===== src/rtl/ysyx_24080006_mdu.sv =====
// Iterative RV32M multiply/divide unit. It borrows the core ALU adder and does one add per cycle.
// state  | meaning
// IDLE   | ready for a new operation
// NEG_A  | replace rs1 with its magnitude
// NEG_B  | replace rs2 with its magnitude
// ITER   | 32 shift-add / restoring-divide steps
// NEG_LO | negate the low word (quotient, remainder or product low)
// NEG_HI | negate the product high word with the borrow from NEG_LO
// DONE   | hold the result until the consumer takes it
module ysyx_24080006_mdu #(
    parameter int XLEN  = 32,
    parameter int CNT_W = 6
) (
    input  logic            clock,
    input  logic            rst_n,
    input  logic            flush_i,
    input  logic            in_valid_i,
    output logic            in_ready_o,
    input  logic [2:0]      op_i,
    input  logic [XLEN-1:0] a_i,
    input  logic [XLEN-1:0] b_i,
    output logic            out_valid_o,
    input  logic            out_ready_i,
    output logic [XLEN-1:0] result_o,
    output logic            mdu_enable_o,
    output logic [XLEN:0]   add_a_o,
    output logic [XLEN:0]   add_b_o,
    input  logic [XLEN+1:0] add_res_i
);

    typedef enum logic [2:0] {
        IDLE, NEG_A, NEG_B, ITER, NEG_LO, NEG_HI, DONE
    } state_t;

    state_t            state, state_nxt;
    logic [2:0]        op_q;
    logic [XLEN-1:0]   lo, hi, mcand;
    logic [CNT_W-1:0]  cnt;
    logic              neg_b_q, neg_r_q, neg_c;

    logic              accept, in_div, in_neg_a, in_neg_b, in_neg_r, in_div_zero;
    logic              is_div, is_rem, is_mulhx;
    logic [XLEN:0]     rp;
    logic [XLEN-1:0]   sum;
    logic              carry, success;
    logic              unused_add_lsb;

    assign accept      = in_valid_i & in_ready_o & ~flush_i;
    assign in_div      = op_i[2];
    assign in_neg_a    = a_i[XLEN-1] & (op_i == 3'd1 || op_i == 3'd2 || op_i == 3'd4 || op_i == 3'd6);
    assign in_neg_b    = b_i[XLEN-1] & (op_i == 3'd1 || op_i == 3'd4 || op_i == 3'd6);
    assign in_neg_r    = (op_i == 3'd1 || op_i == 3'd4) ? (in_neg_a ^ in_neg_b) :
                         (op_i == 3'd2 || op_i == 3'd6) ? in_neg_a : 1'b0;
    assign in_div_zero = in_div & (b_i == '0);

    assign is_div   = op_q[2];
    assign is_rem   = op_q[2] & op_q[1];
    assign is_mulhx = (op_q == 3'd1) || (op_q == 3'd2);

    // Partial remainder shifted left by one with the next dividend bit
    assign rp             = {hi, lo[XLEN-1]};
    assign sum            = add_res_i[XLEN:1];
    assign carry          = add_res_i[XLEN+1];
    assign success        = rp[XLEN] | carry;
    assign unused_add_lsb = add_res_i[0];

    always_comb begin
        add_a_o = '0;
        add_b_o = '0;
        case (state)
            NEG_A: begin
                add_a_o = {{XLEN{1'b0}}, 1'b1};
                add_b_o = {~lo, 1'b1};
            end
            NEG_B: begin
                add_a_o = {{XLEN{1'b0}}, 1'b1};
                add_b_o = {~mcand, 1'b1};
            end
            ITER: begin
                if (is_div) begin
                    add_a_o = {rp[XLEN-1:0], 1'b1};
                    add_b_o = {~mcand, 1'b1};
                end else begin
                    add_a_o = {hi, 1'b0};
                    add_b_o = {(lo[0] ? mcand : {XLEN{1'b0}}), 1'b0};
                end
            end
            NEG_LO: begin
                add_a_o = {{XLEN{1'b0}}, 1'b1};
                add_b_o = {~(is_rem ? hi : lo), 1'b1};
            end
            NEG_HI: begin
                add_a_o = {{XLEN{1'b0}}, neg_c};
                add_b_o = {~hi, neg_c};
            end
            default: ;
        endcase
    end

    always_ff @(posedge clock or negedge rst_n) begin
        if (!rst_n) begin
            state <= IDLE;
        end else begin
            state <= state_nxt;
        end
    end

    always_comb begin
        state_nxt = state;
        if (flush_i) begin
            state_nxt = IDLE;
        end else begin
            case (state)
                IDLE: begin
                    if (accept) begin
                        if (in_div_zero)   state_nxt = DONE;
                        else if (in_neg_a) state_nxt = NEG_A;
                        else if (in_neg_b) state_nxt = NEG_B;
                        else               state_nxt = ITER;
                    end
                end
                NEG_A:  state_nxt = neg_b_q ? NEG_B : ITER;
                NEG_B:  state_nxt = ITER;
                ITER:   if (cnt == CNT_W'(XLEN-1)) state_nxt = neg_r_q ? NEG_LO : DONE;
                NEG_LO: state_nxt = is_mulhx ? NEG_HI : DONE;
                NEG_HI: state_nxt = DONE;
                DONE:   if (out_ready_i) state_nxt = IDLE;
                default: state_nxt = IDLE;
            endcase
        end
    end

    always_ff @(posedge clock or negedge rst_n) begin
        if (!rst_n) begin
            op_q    <= '0;
            lo      <= '0;
            hi      <= '0;
            mcand   <= '0;
            cnt     <= '0;
            neg_b_q <= 1'b0;
            neg_r_q <= 1'b0;
            neg_c   <= 1'b0;
        end else if (!flush_i) begin
            case (state)
                IDLE: begin
                    if (accept) begin
                        op_q    <= op_i;
                        mcand   <= b_i;
                        cnt     <= '0;
                        neg_b_q <= in_neg_b;
                        neg_r_q <= in_neg_r;
                        // Divide by zero: quotient all ones, remainder is the dividend
                        if (in_div_zero) begin
                            lo <= '1;
                            hi <= a_i;
                        end else begin
                            lo <= a_i;
                            hi <= '0;
                        end
                    end
                end
                NEG_A: lo    <= sum;
                NEG_B: mcand <= sum;
                ITER: begin
                    cnt <= cnt + 1'b1;
                    if (is_div) begin
                        hi <= success ? sum : rp[XLEN-1:0];
                        lo <= {lo[XLEN-2:0], success};
                    end else begin
                        hi <= {carry, sum[XLEN-1:1]};
                        lo <= {sum[0], lo[XLEN-1:1]};
                    end
                end
                NEG_LO: begin
                    neg_c <= (lo == '0);
                    if (is_rem) hi <= sum;
                    else        lo <= sum;
                end
                NEG_HI: hi <= sum;
                default: ;
            endcase
        end
    end

    assign in_ready_o   = (state == IDLE);
    assign out_valid_o  = (state == DONE);
    assign mdu_enable_o = (state == NEG_A) || (state == NEG_B) || (state == ITER) ||
                          (state == NEG_LO) || (state == NEG_HI);

    always_comb begin
        result_o = '0;
        if (state == DONE) begin
            if (op_q == 3'd0)  result_o = lo;
            else if (!is_div)  result_o = hi;
            else if (is_rem)   result_o = hi;
            else               result_o = lo;
        end
    end

endmodule


===== config.mk =====
export PLATFORM = sky130hd
export DESIGN_NAME = ysyx_24080006_mdu
export DESIGN_NICKNAME = d
export VERILOG_FILES = /design/src/rtl/ysyx_24080006_mdu.sv
export SDC_FILE = /design/constraint.sdc
export NUM_CORES = 1
export LEC_CHECK = 0
export CAP_MARGIN = 20
export CORE_UTILIZATION = 57
export DETAILED_ROUTE_END_ITERATION = 10
export PLACE_DENSITY = 0.88
export SYNTH_ARGS = -nofsm -noshare
export SYNTH_HDL_FRONTEND = slang
export SYNTH_SLANG_ARGS = --single-unit

===== constraint.sdc =====
create_clock -name clock -period 5.3 [get_ports clock]
set_clock_uncertainty 0.05 [all_clocks]
set_input_delay 1.325 -clock clock [delete_from_list [all_inputs] [get_ports clock]]
set_output_delay 1.325 -clock clock [all_outputs]
set_load 0.005 [all_outputs]

* Word-level counts from Yosys, hierarchy flattened *
Cells that the tools add are included.

operators by class
  add/sub/neg operators = 1
  eq/ne operators = 19
  multiplexer cells = 37
  bitwise operators = 13
  reduce and logical (&&, ||, !) cells = 27

operators by type and width
  kind                   number
  $mux W32               15
  $pmux W32 S4           2
  $pmux W33 S5           1
  $not A32 Y32           4
  $pmux W33 S3           1
  $mux W33               2
  $logic_not A32 Y1      2
  $pmux W32 S2           1
  $pmux W3 S7            1
  $eq A3 B3 Y1 const B   5
  $mux W3                5
  $eq A3 B2 Y1 const B   4
  $pmux W6 S2            1
  $reduce_and A3 Y1      4
  $logic_or A1 B1 Y1     11
  $eq A3 B1 Y1 const B   3
  $reduce_and A4 Y1      2
  $reduce_bool A4 Y1     2
  $add A6 B1 Y6 const B  1
  $and A1 B1 Y1          6
  $eq A6 B5 Y1 const B   1
  $logic_not A3 Y1       2
  $mux W2                3
  $mux W6                1
  11 further kinds       17

word-level totals
  register bits after elaboration = 111
  input bits = 106
  output and inout port bits = 101

* Logic depth before layout (Yosys ltp) *
  depth in word-level cells = 10
  depth in mapped cells = 12
  gate-level depth less buffers = 7

* Worst setup path after synthesis *
Ideal clock, no wire load.

  path kind = register to output
  from = reg state[2]
  to = out add_b_o[10]
  data arrival time = 1.733 ns
  data required time = 3.925 ns
  slack = 2.192 ns
  cell stages (with the launch flop) = 9
  cells stage by stage = dfrtp_1 buf_2 and3b_1 clkbuf_1 nand3_1 clkbuf_1 nand2_1 o21ai_0 a21oi_1

on the way
  cells in the longest elaborated chain, start to end = 2
  elaborated cells between the ends (all ways) = 6

RTL lines
  item                                  RTL line  RTL
  start: declaration                    35        state_t state, state_nxt;
  start signal: assignment              104       state <= state_nxt;
  $eq A3 B3 Y1 (tied with other cells)  70        case (state)
  $pmux W33 S5 *                        70
  end: declaration                      27        output logic [XLEN:0] add_b_o,

Every way passes the cells marked *; elsewhere a longest branch is shown, timed or not.

* Final worst setup path *
  from = reg op_q[2]
  to = out add_b_o[17]

on the way
  cells in the longest elaborated chain, start to end = 4
  elaborated cells between the ends (all ways) = 5

RTL lines
  item                      RTL line  RTL
  start: declaration        36        logic [2:0] op_q;
  start signal: assignment  147       op_q <= op_i;
  $and A1 B1 Y1             57        assign is_rem = op_q[2] & op_q[1];
  $mux W32                  90        add_b_o = {~(is_rem ? hi : lo), 1'b1};
  $not A32 Y32              90
  $pmux W33 S5 *            70

Marks and branches as above.

==> key figures <==
Power
  – Maximum vdd drop: 409 uV
  – Power density over the cells: 510 mW/mm^2
  – NetSw: 3.01 mW
  – Internal power: 3.22 mW
  – Sequential power share: 0.290
  – Pwr Total: 6.23 mW
  – Clk pwr share: 0.115
  – Combinational Power Share: 0.594
  – Standby leakage power: 4.89 nW
  – Sw Share: 0.483

Layout
  – Final net count: 1,512
  – Commonest non-fill, non-tap cell in the layout: nand2_1
  – Most frequent cells in the layout: nand2_1, clkdlybuf4s50_1, o21ai_0
  – Post-layout util: 0.734
  – Share of cells above drive strength 1: 0.0981
  – Area Growth Syn to Fin: 24.9%

Yosys
  – Post-synth EDFFs: 0
  – Flops & latches, synth: 111
  – Largest family of logic cells by synthesized area: compound AO/OA/AOI/OAI gates
  – Post-synthesis sequential area ratio: 0.284
  – Synth unique cells: 54
  – Net Count, Synth: 1,380
  – Top_reg_cell synth: dfrtp_1
  – Complex-gate fraction of the synthesized area: 0.265
  – Adder-Cell Fraction of Synth Area: 0.00512
  – Post-synthesis async set-or-reset flop share: 1.00
  – Synth Warn #: 0
  – Mux cell area share after synthesis: 0.206
  – Cell Area, Synth: 0.00978 mm^2
  – Post-synthesis area per instance: 7.70 um^2
  – Synthesized instance count: 1,270
  – Synth Area in XOR/XNOR: 0.00627
  – Post-synthesis simple-gate area fraction: 0.179

Place
  – Final HPWL DP: 25,200 um
  – IO buf count: 205
  – Routability cong.: 0.984

Drt
  – Total number of vias: 11,385
  – DR WL/cell: 22.9 um
  – Vias per cell: 6.99
  – Final wirelength: 37,300 um
  – First-pass DRT Iterations: 7
  – DRC viols: 0
  – DRT iter0 DRCs: 1,855
  – Antenna viol nets, final: 0

Setup path
  – Slowest cell delay on critical path: 0.54 ns
  – Worst setup path startpoint: op_q[2]
  – R2r worst-path depth: 9
  – Startpoint Class: flip-flop
  – CP Max Fanout: 20
  – Reg-to-reg endpoint: hi[4]
  – Worst r2r src: state[2]
  – CP top delay family: buffers and inverters
  – Worst Setup End Kind: primary output
  – Crit path arrival time: 3.18 ns
  – Critical Path RT: 3.92 ns
  – Critical path buffers and inverters: 4
  – CP max stage cell: clkdlybuf4s50_1
  – WS Path Type: flip-flop to primary output
  – Setup slack, reg-to-reg: 1.44 ns
  – Top cell by count, worst path: buf_4
  – CP cell instances: inv_2 -> buf_4 -> nand3_1 -> buf_4 -> nand2_1 -> o21ai_0 -> a21oi_1 -> clkdlybuf4s50_1

CTS
  – Maximum clock insertion buffer count: 2
  – Total CTS buffers: 9
  – Total clock sinks: 111
  – CTS tree: done
  – Setup bufs post-CTS: 0
  – Hold_buf cts: 0
  – Worst-path clk slew: 0.08 ns
  – Root Buffer: clkbuf_16
  – # H-tree levels: 3
  – Latest clock arrival within the worst-skew pair: 0.37 ns
  – Resized cells post-CTS: 0

STA
  – Measured slew at the worst slew-check pin: 1.09 ns
  – Fraction of the cycle the final worst path needs: 0.860
  – Max frequency: 0.219 GHz
  – Rel. slew slack: 0.272
  – Hold_ws: 0.452 ns
  – RSZ-0062 raised after global routing: no
  – Tmin final: 4.56 ns
  – Final-report max-slew violation count: 0
  – Setup_tns: 0 ns
  – Final Hold Viols: 0
  – Final setup fails: 0

Floorplan
  – Core region area: 0.0166 mm^2
  – Die area: 0.0177 mm^2
  – Chip Width: 133 um
  – IO Pins: 207
  – Row cnt: 47
  – Initial Util: 0.588
  – Die H: 133 um

Global route
  – Global-route usage over all layers: 0.421
  – Largest net degree at the start of global routing: 71
  – Antenna violations before repair: 1
  – Grt ovf: 0
  – Vias in the first global route: 10,301
  – First-pass GRT wire length: 58,000 um

Run
  – Max-cap check violation count: 0

Outcome
  – Status: complete, no violations

Hold path
  – Hold EP: mcand[13]
  – Hold path cells: 2
  – Worst Hold Class: flip-flop to flip-flop
  – Hold wc startpoint: mcand[13]
==> area by class of cell <==
type,instances,area (um^2)
well taps,220,275
fillers,1269,4430
flip-flops and latches,111,2780
inverters,8,30.0
clock buffers,12,246
diodes,1,2.50
repair buffers,242,2330
multi-input cells,1030,6500
clock inverters,4,45.0
==> state kept, by name, summed over array words and instances, names as in the netlist <==
name / flops
state: 3
neg_r_q: 1
hi: 32
mcand: 32
lo: 32
neg_b_q: 1
op_q: 3
neg_c: 1
cnt: 6
==> cell usage after synthesis (5+ instances only) <==
master,instances,area [um^2]
o21ai_0,149,746
a31oi_1,33,206
buf_2,17,85.1
a21oi_1,72,360
buf_1,14,52.6
clkbuf_1,85,319
o221ai_1,33,289
a21o_1,64,480
o21ai_1,13,65.1
inv_1,6,22.5
a221oi_1,30,263
mux2i_1,129,1290
nand4_1,8,50.1
dfrtp_1,111,2780
nand2_1,241,905
xor2_1,5,43.8
nor4_1,20,125
nor2_1,80,300
nor3_1,37,185
mux2_2,64,721
==> layer usage <==
layer	vias to the layer above	GRT usage	wire (um)
li1	4908	-	-
met3	189	0.143	6100
met5	-	0	59
met1	5207	0.567	13700
met2	1079	0.618	15800
met4	2	0.165	1610
==> worst min-delay path, stage by stage, from the launching register on <==
cell	delay, ns
dfrtp_1	0.36
nand2_1	0.05
o21ai_0	0.06
==> power groups by stage <==
stage | clock (mW) | combinational, mW | sequential, mW
after floorplan | 0 | 2.47 | 1.55
after global placement | 0 | 3.45 | 1.75
after detailed placement | 0 | 3.56 | 1.78
after CTS | 0.716 | 3.58 | 1.76
after global routing | 0.738 | 3.97 | 1.85
final | 0.719 | 3.70 | 1.81
==> worst max-delay path by stage <==
stage,end,slack (ns),cells after the start
after global placement,add_b_o[20],1.26,8
after detailed placement,add_b_o[17],1.24,8
after floorplan,add_b_o[10],2.19,8
final,add_b_o[17],0.74,8
after CTS,add_b_o[17],0.83,8
after global routing,add_b_o[20],0.60,8
==> per-stage QoR <==
stage	instance area (um^2)	setup WS, ns	std cells
2_1_floorplan	9780	2.19	1270
3_3_place_gp	11900	1.26	1611
3_5_place_dp	11900	1.24	1611
4_1_cts	12200	0.834	1627
5_1_grt	12200	0.603	1627
6_report	12200	0.741	1628
==> cells by family (layout without fill, tap and decap cells) <==
family / Yosys count / after routing
compound gates: 415 / 415
simple gates: 411 / 411
mux: 193 / 193
buf+inv: 129 / 266
flops: 111 / 111
xor+xnor: 7 / 7
fa+ha+maj: 4 / 4
other cells: 0 / 1
Power figures use the tool's default switching activity.
